--- src/rtl/logic_gate_pipe.sv ---
// logic_gate_pipe: per-lane bitwise logic unit feeding a 2-entry result FIFO.
// The head result is kept in its own register so that out/out_all are driven
// straight from flops and hold their last value once the FIFO drains.
module logic_gate_pipe #(
  parameter int WIDTH = 8,
  parameter int CNT_W = 16
) (
  input  logic             clk,
  input  logic             rst,
  input  logic [WIDTH-1:0] in1,
  input  logic [WIDTH-1:0] in2,
  input  logic [2:0]       op,
  input  logic             in_valid,
  output logic             in_ready,
  output logic [WIDTH-1:0] out,
  output logic             out_all,
  output logic             out_valid,
  input  logic             out_ready,
  output logic [CNT_W-1:0] xfer_count
);

  typedef enum logic [1:0] {
    EMPTY = 2'd0,
    ONE   = 2'd1,
    FULL  = 2'd2
  } state_t;

  state_t           state_r;
  state_t           state_nxt_s;
  logic [WIDTH-1:0] mem_r [2];
  logic             rd_ptr_r;
  logic             wr_ptr_r;
  logic             in_ready_r;
  logic             out_valid_r;
  logic [WIDTH-1:0] out_r;
  logic             out_all_r;
  logic [CNT_W-1:0] cnt_r;
  logic [WIDTH-1:0] res_s;
  logic [WIDTH-1:0] head_nxt_s;
  logic             push_s;
  logic             pop_s;

  // Bitwise operation selected by op; in2 is unused for the unary encodings.
  function automatic logic [WIDTH-1:0] calc(input logic [WIDTH-1:0] a,
                                            input logic [WIDTH-1:0] b,
                                            input logic [2:0]       o);
    logic [WIDTH-1:0] r;
    case (o)
      3'b000:  r = a & b;
      3'b001:  r = a | b;
      3'b010:  r = ~(a & b);
      3'b011:  r = ~(a | b);
      3'b100:  r = a ^ b;
      3'b101:  r = ~(a ^ b);
      3'b110:  r = ~a;
      3'b111:  r = a;
      default: r = a;
    endcase
    return r;
  endfunction

  assign res_s  = calc(in1, in2, op);
  // in_ready is a flop, so the push decision never looks at out_ready.
  assign push_s = in_valid & in_ready_r;
  assign pop_s  = out_valid_r & out_ready;

  // Next FIFO occupancy and the value the head register should carry next.
  always_comb begin
    state_nxt_s = state_r;
    head_nxt_s  = out_r;
    case (state_r)
      EMPTY: begin
        if (push_s) begin
          state_nxt_s = ONE;
          head_nxt_s  = res_s;
        end else begin
          state_nxt_s = EMPTY;
        end
      end
      ONE: begin
        if (push_s && pop_s) begin
          state_nxt_s = ONE;
          head_nxt_s  = res_s;
        end else if (push_s) begin
          state_nxt_s = FULL;
        end else if (pop_s) begin
          state_nxt_s = EMPTY;
        end else begin
          state_nxt_s = ONE;
        end
      end
      FULL: begin
        if (pop_s) begin
          state_nxt_s = ONE;
          head_nxt_s  = mem_r[~rd_ptr_r];
        end else begin
          state_nxt_s = FULL;
        end
      end
      default: begin
        state_nxt_s = EMPTY;
        head_nxt_s  = out_r;
      end
    endcase
  end

  // Occupancy state, handshake flags and the registered head/outputs.
  always_ff @(posedge clk or posedge rst) begin
    if (rst) begin
      state_r     <= EMPTY;
      in_ready_r  <= 1'b0;
      out_valid_r <= 1'b0;
      out_r       <= '0;
      out_all_r   <= 1'b0;
    end else begin
      state_r     <= state_nxt_s;
      in_ready_r  <= (state_nxt_s != FULL);
      out_valid_r <= (state_nxt_s != EMPTY);
      out_r       <= head_nxt_s;
      out_all_r   <= &head_nxt_s;
    end
  end

  // Result storage and its 1-bit read/write pointers.
  always_ff @(posedge clk or posedge rst) begin
    if (rst) begin
      mem_r[0] <= '0;
      mem_r[1] <= '0;
      rd_ptr_r <= 1'b0;
      wr_ptr_r <= 1'b0;
    end else begin
      if (push_s) begin
        mem_r[wr_ptr_r] <= res_s;
        wr_ptr_r        <= ~wr_ptr_r;
      end
      if (pop_s) begin
        rd_ptr_r <= ~rd_ptr_r;
      end
    end
  end

  // Count of consumed results; wraps silently.
  always_ff @(posedge clk or posedge rst) begin
    if (rst) begin
      cnt_r <= '0;
    end else if (pop_s) begin
      cnt_r <= cnt_r + CNT_W'(1);
    end else begin
      cnt_r <= cnt_r;
    end
  end

  assign in_ready   = in_ready_r;
  assign out        = out_r;
  assign out_all    = out_all_r;
  assign out_valid  = out_valid_r;
  assign xfer_count = cnt_r;

endmodule

--- config.mk ---
export PLATFORM = sky130hd
export DESIGN_NAME = logic_gate_pipe
export DESIGN_NICKNAME = d
export VERILOG_FILES = /design/src/rtl/logic_gate_pipe.sv
export SDC_FILE = /design/constraint.sdc
export NUM_CORES = 1
export LEC_CHECK = 0
export CAP_MARGIN = 20
export CELL_PAD_IN_SITES_DETAIL_PLACEMENT = 1
export CELL_PAD_IN_SITES_GLOBAL_PLACEMENT = 1
export CORE_ASPECT_RATIO = 0.9
export CORE_MARGIN = 2
export CORE_UTILIZATION = 30
export CTS_CLUSTER_DIAMETER = 120
export DETAILED_ROUTE_END_ITERATION = 16
export PLACE_DENSITY_LB_ADDON = 0.1
export SYNTH_ARGS = -nofsm -noshare
export SYNTH_HDL_FRONTEND = slang
export SYNTH_SLANG_ARGS = --single-unit
--- constraint.sdc ---
create_clock -name clk -period 3.19 [get_ports clk]
set_input_delay 0.638 -clock clk [delete_from_list [all_inputs] [get_ports clk]]
set_output_delay 0.638 -clock clk [all_outputs]
set_load 0.01 [all_outputs]
==> flow_metrics.env <==
export IMPL_syn_avg_cell_area_um2=8.89
export IMPL_syn_area_um2=3080
export IMPL_synth_cells=346
export IMPL_clkTransAtPathRegs_ps=60
export IMPL_worstMarginPinSlew_ps=612
export IMPL_rrSetupSlack_ps=730
export IMPL_final_common_cell="clkdlybuf4s50_1"
export IMPL_path_max_fanout=5
export IMPL_syn2layout_area_growth_pct=27.4
export IMPL_start_util=0.304
export IMPL_wl_per_cell_um=16.0
export IMPL_fillers=1192
export IMPL_ctsHoldBuffers=0
export IMPL_multi_input_area_um2=1720
export IMPL_htree_levels=2
export IMPL_postCtsSetupBuffers=0
export IMPL_final_cell_mix="49 x clkdlybuf4s50_1, 47 x dfrtp_1, 42 x nand2_1, 36 x o21ai_0, 26 x xnor2_1"
export IMPL_grt_max_degree=31
export IMPL_crit_type="input port to flop"
export IMPL_vdd_drop_max_mv=0.336
export IMPL_layout_drive_gt1_share=0.0868
export IMPL_dr_pass1_iters=4
export IMPL_cp_required_ps=3370
export IMPL_hp_class="flop to flop"
export IMPL_synth_ff_type="dfrtp_1"
export IMPL_drc=0
export IMPL_insertedDiodeCount=0
export IMPL_portBuffers=49
export IMPL_fmax_mhz=360
export IMPL_rows=35
export IMPL_fin_crit_ps=2780
export IMPL_clockBufferDepth=2
export IMPL_p_seq_frac=0.366
export IMPL_cts_root_buf="clkbuf_16"
export IMPL_grt_pass1_vias=2749
export IMPL_clock_skew_ps=4.62
export IMPL_gp_congestion=0.750
export IMPL_p_clk_frac=0.187
export IMPL_cts_buffers=5
export IMPL_worstPathArrival_ps=2960
export IMPL_drtIter0Drc=78
export IMPL_cts_sinks=47
export IMPL_num_io_pins=50
export IMPL_fin_util=0.387
export IMPL_async_reset_ff_frac=1.00
export IMPL_finalHoldViolations=0
export IMPL_internal_power_mw=1.74
export IMPL_cts_tree="yes"
export IMPL_maxCapViolCount=0
export IMPL_setup_viol=0
export IMPL_clk_latency_ps=290
export IMPL_wl_um=8530
export IMPL_ys_seq_area_frac=0.382
export IMPL_grt_overflow=0
export IMPL_ys_seq_elements=47
export IMPL_dieHeight_um=100
export IMPL_coreArea_um2=10100
export IMPL_cts_repair_resize_count=0
export IMPL_hpwl_um=6520
export IMPL_status="complete, no violations"
export IMPL_via_per_inst=4.96
export IMPL_swShare=0.396
export IMPL_rsz0062_at_grt="no"
export IMPL_grt_pass1_wl_um=14300
export IMPL_power_density_nw_per_um2=736
export IMPL_ant_nets=0
export IMPL_p_leak_nw=1.76
export IMPL_slew_viol_final=0
export IMPL_synth_nets=388
export IMPL_nets=444
export IMPL_min_period_over_period=0.872
export IMPL_die_area_um2=11100
export IMPL_register_area_um2=1180
export IMPL_p_switching_mw=1.14
export IMPL_grtUsageTotal=0.161
export IMPL_via_count=2639
export IMPL_maxSlewHeadroom=0.592
export IMPL_dieWidth_um=111
export IMPL_start_kind="input port"
export IMPL_synth_cell_type_count=58
export IMPL_fin_tns_setup_ps=0
export IMPL_end_kind="flop"
export IMPL_antenna_found_initial=0
export IMPL_power_frac_comb=0.447
export IMPL_synth_edf_count=0
export IMPL_yosys_warnings=0
area by class of cell:
cell class | count | area share
inverter | 27 | 0.0259
multi-input combinational | 258 | 0.439
tap | 129 | 0.0412
timing repair buffer | 63 | 0.155
clock buffer | 7 | 0.0364
clock inverter | 1 | 0.00223
sequential | 47 | 0.300
Yosys cell counts (all sizes together) (3+ instances only):
cell type   n  area, um^2
nand4       6        37.5
a21boi      3        22.5
clkbuf      4        15.0
inv        26        97.6
a21oi      13        76.3
or2         3        18.8
buf        10        63.8
o21ai      37         185
xnor2      26         228
and3        4        30.0
xor2        4        35.0
ha         19         238
mux2i      18         180
nand3      11        55.1
nor2       21        81.3
dfrtp      47        1180
or3         3        18.8
nor3       10        50.1
nand2b      3        18.8
nand2      43         164
critical path, cell delays in order:
cell             delay [ps]
clkdlybuf4s50_1         470
nand2_1                  70
inv_1                    80
ha_1                    170
nand2_1                  90
a21boi_1                190
or2_2                   340
a211o_1                 300
a22oi_1                 210
nand4_1                 120
nor4bb_1                280
metrics by stage:
step                      setup WS (ps)  hold slack, ps  cell area [um^2]  std cells  power, mW
final                               410             483              3920        532       2.89
after global routing                212             503              3920        532       3.14
after CTS                           406             490              3920        532       2.93
after detailed placement            131             474              3770        524       2.37
after global placement              247             461              3770        524       2.34
after floorplan                     426             443              3080        346       1.83
per-layer routing:
metal,part of all wire,GRT usage
met1,0.52,0.231
met2,0.45,0.263
met3,0.027,0.0248
met4,0.0033,0.0260
met5,0,0
path summary, 6_finish.rpt:
path                                 from  depth (start not counted)             end
max in group asynchronous             rst                          3  xfer_count[12]
max reg2reg                    state_r[1]                          6         out_all
min                        xfer_count[15]                          1  xfer_count[15]
min in group asynchronous             rst                          2   xfer_count[6]
max                             out_ready                         11         out_all
min reg2reg                xfer_count[15]                          1  xfer_count[15]
power by group through the flow:
stage | Clock, mW | Sequential (mW) | Combinational (mW)
global route | 0.584 | 1.10 | 1.46
CTS | 0.561 | 1.06 | 1.31
floorplan | 0 | 1.00 | 0.831
detailed placement | 0 | 1.07 | 1.30
global placement | 0 | 1.06 | 1.28
finish | 0.540 | 1.06 | 1.29
state kept, by name, indices dropped and copies added (netlist names):
| register | cells |
|---|---|
| out_valid | 1 |
| rd_ptr_r | 1 |
| out_all | 1 |
| state_r | 2 |
| in_ready | 1 |
| mem_r | 16 |
| wr_ptr_r | 1 |
| out | 8 |
| xfer_count | 16 |
kinds of logic (layout without fill, tap and decap cells):
| family | after synthesis | count (layout) | share of synthesized area |
|---|---|---|---|
| simple gates | 112 | 112 | 0.174 |
| compound gates | 77 | 77 | 0.157 |
| flops | 47 | 47 | 0.382 |
| buf+inv | 41 | 98 | 0.0586 |
| xor+xnor | 30 | 30 | 0.0854 |
| mux | 20 | 20 | 0.0659 |
| fa+ha+maj | 19 | 19 | 0.0773 |
Power figures use the tool's default switching activity.
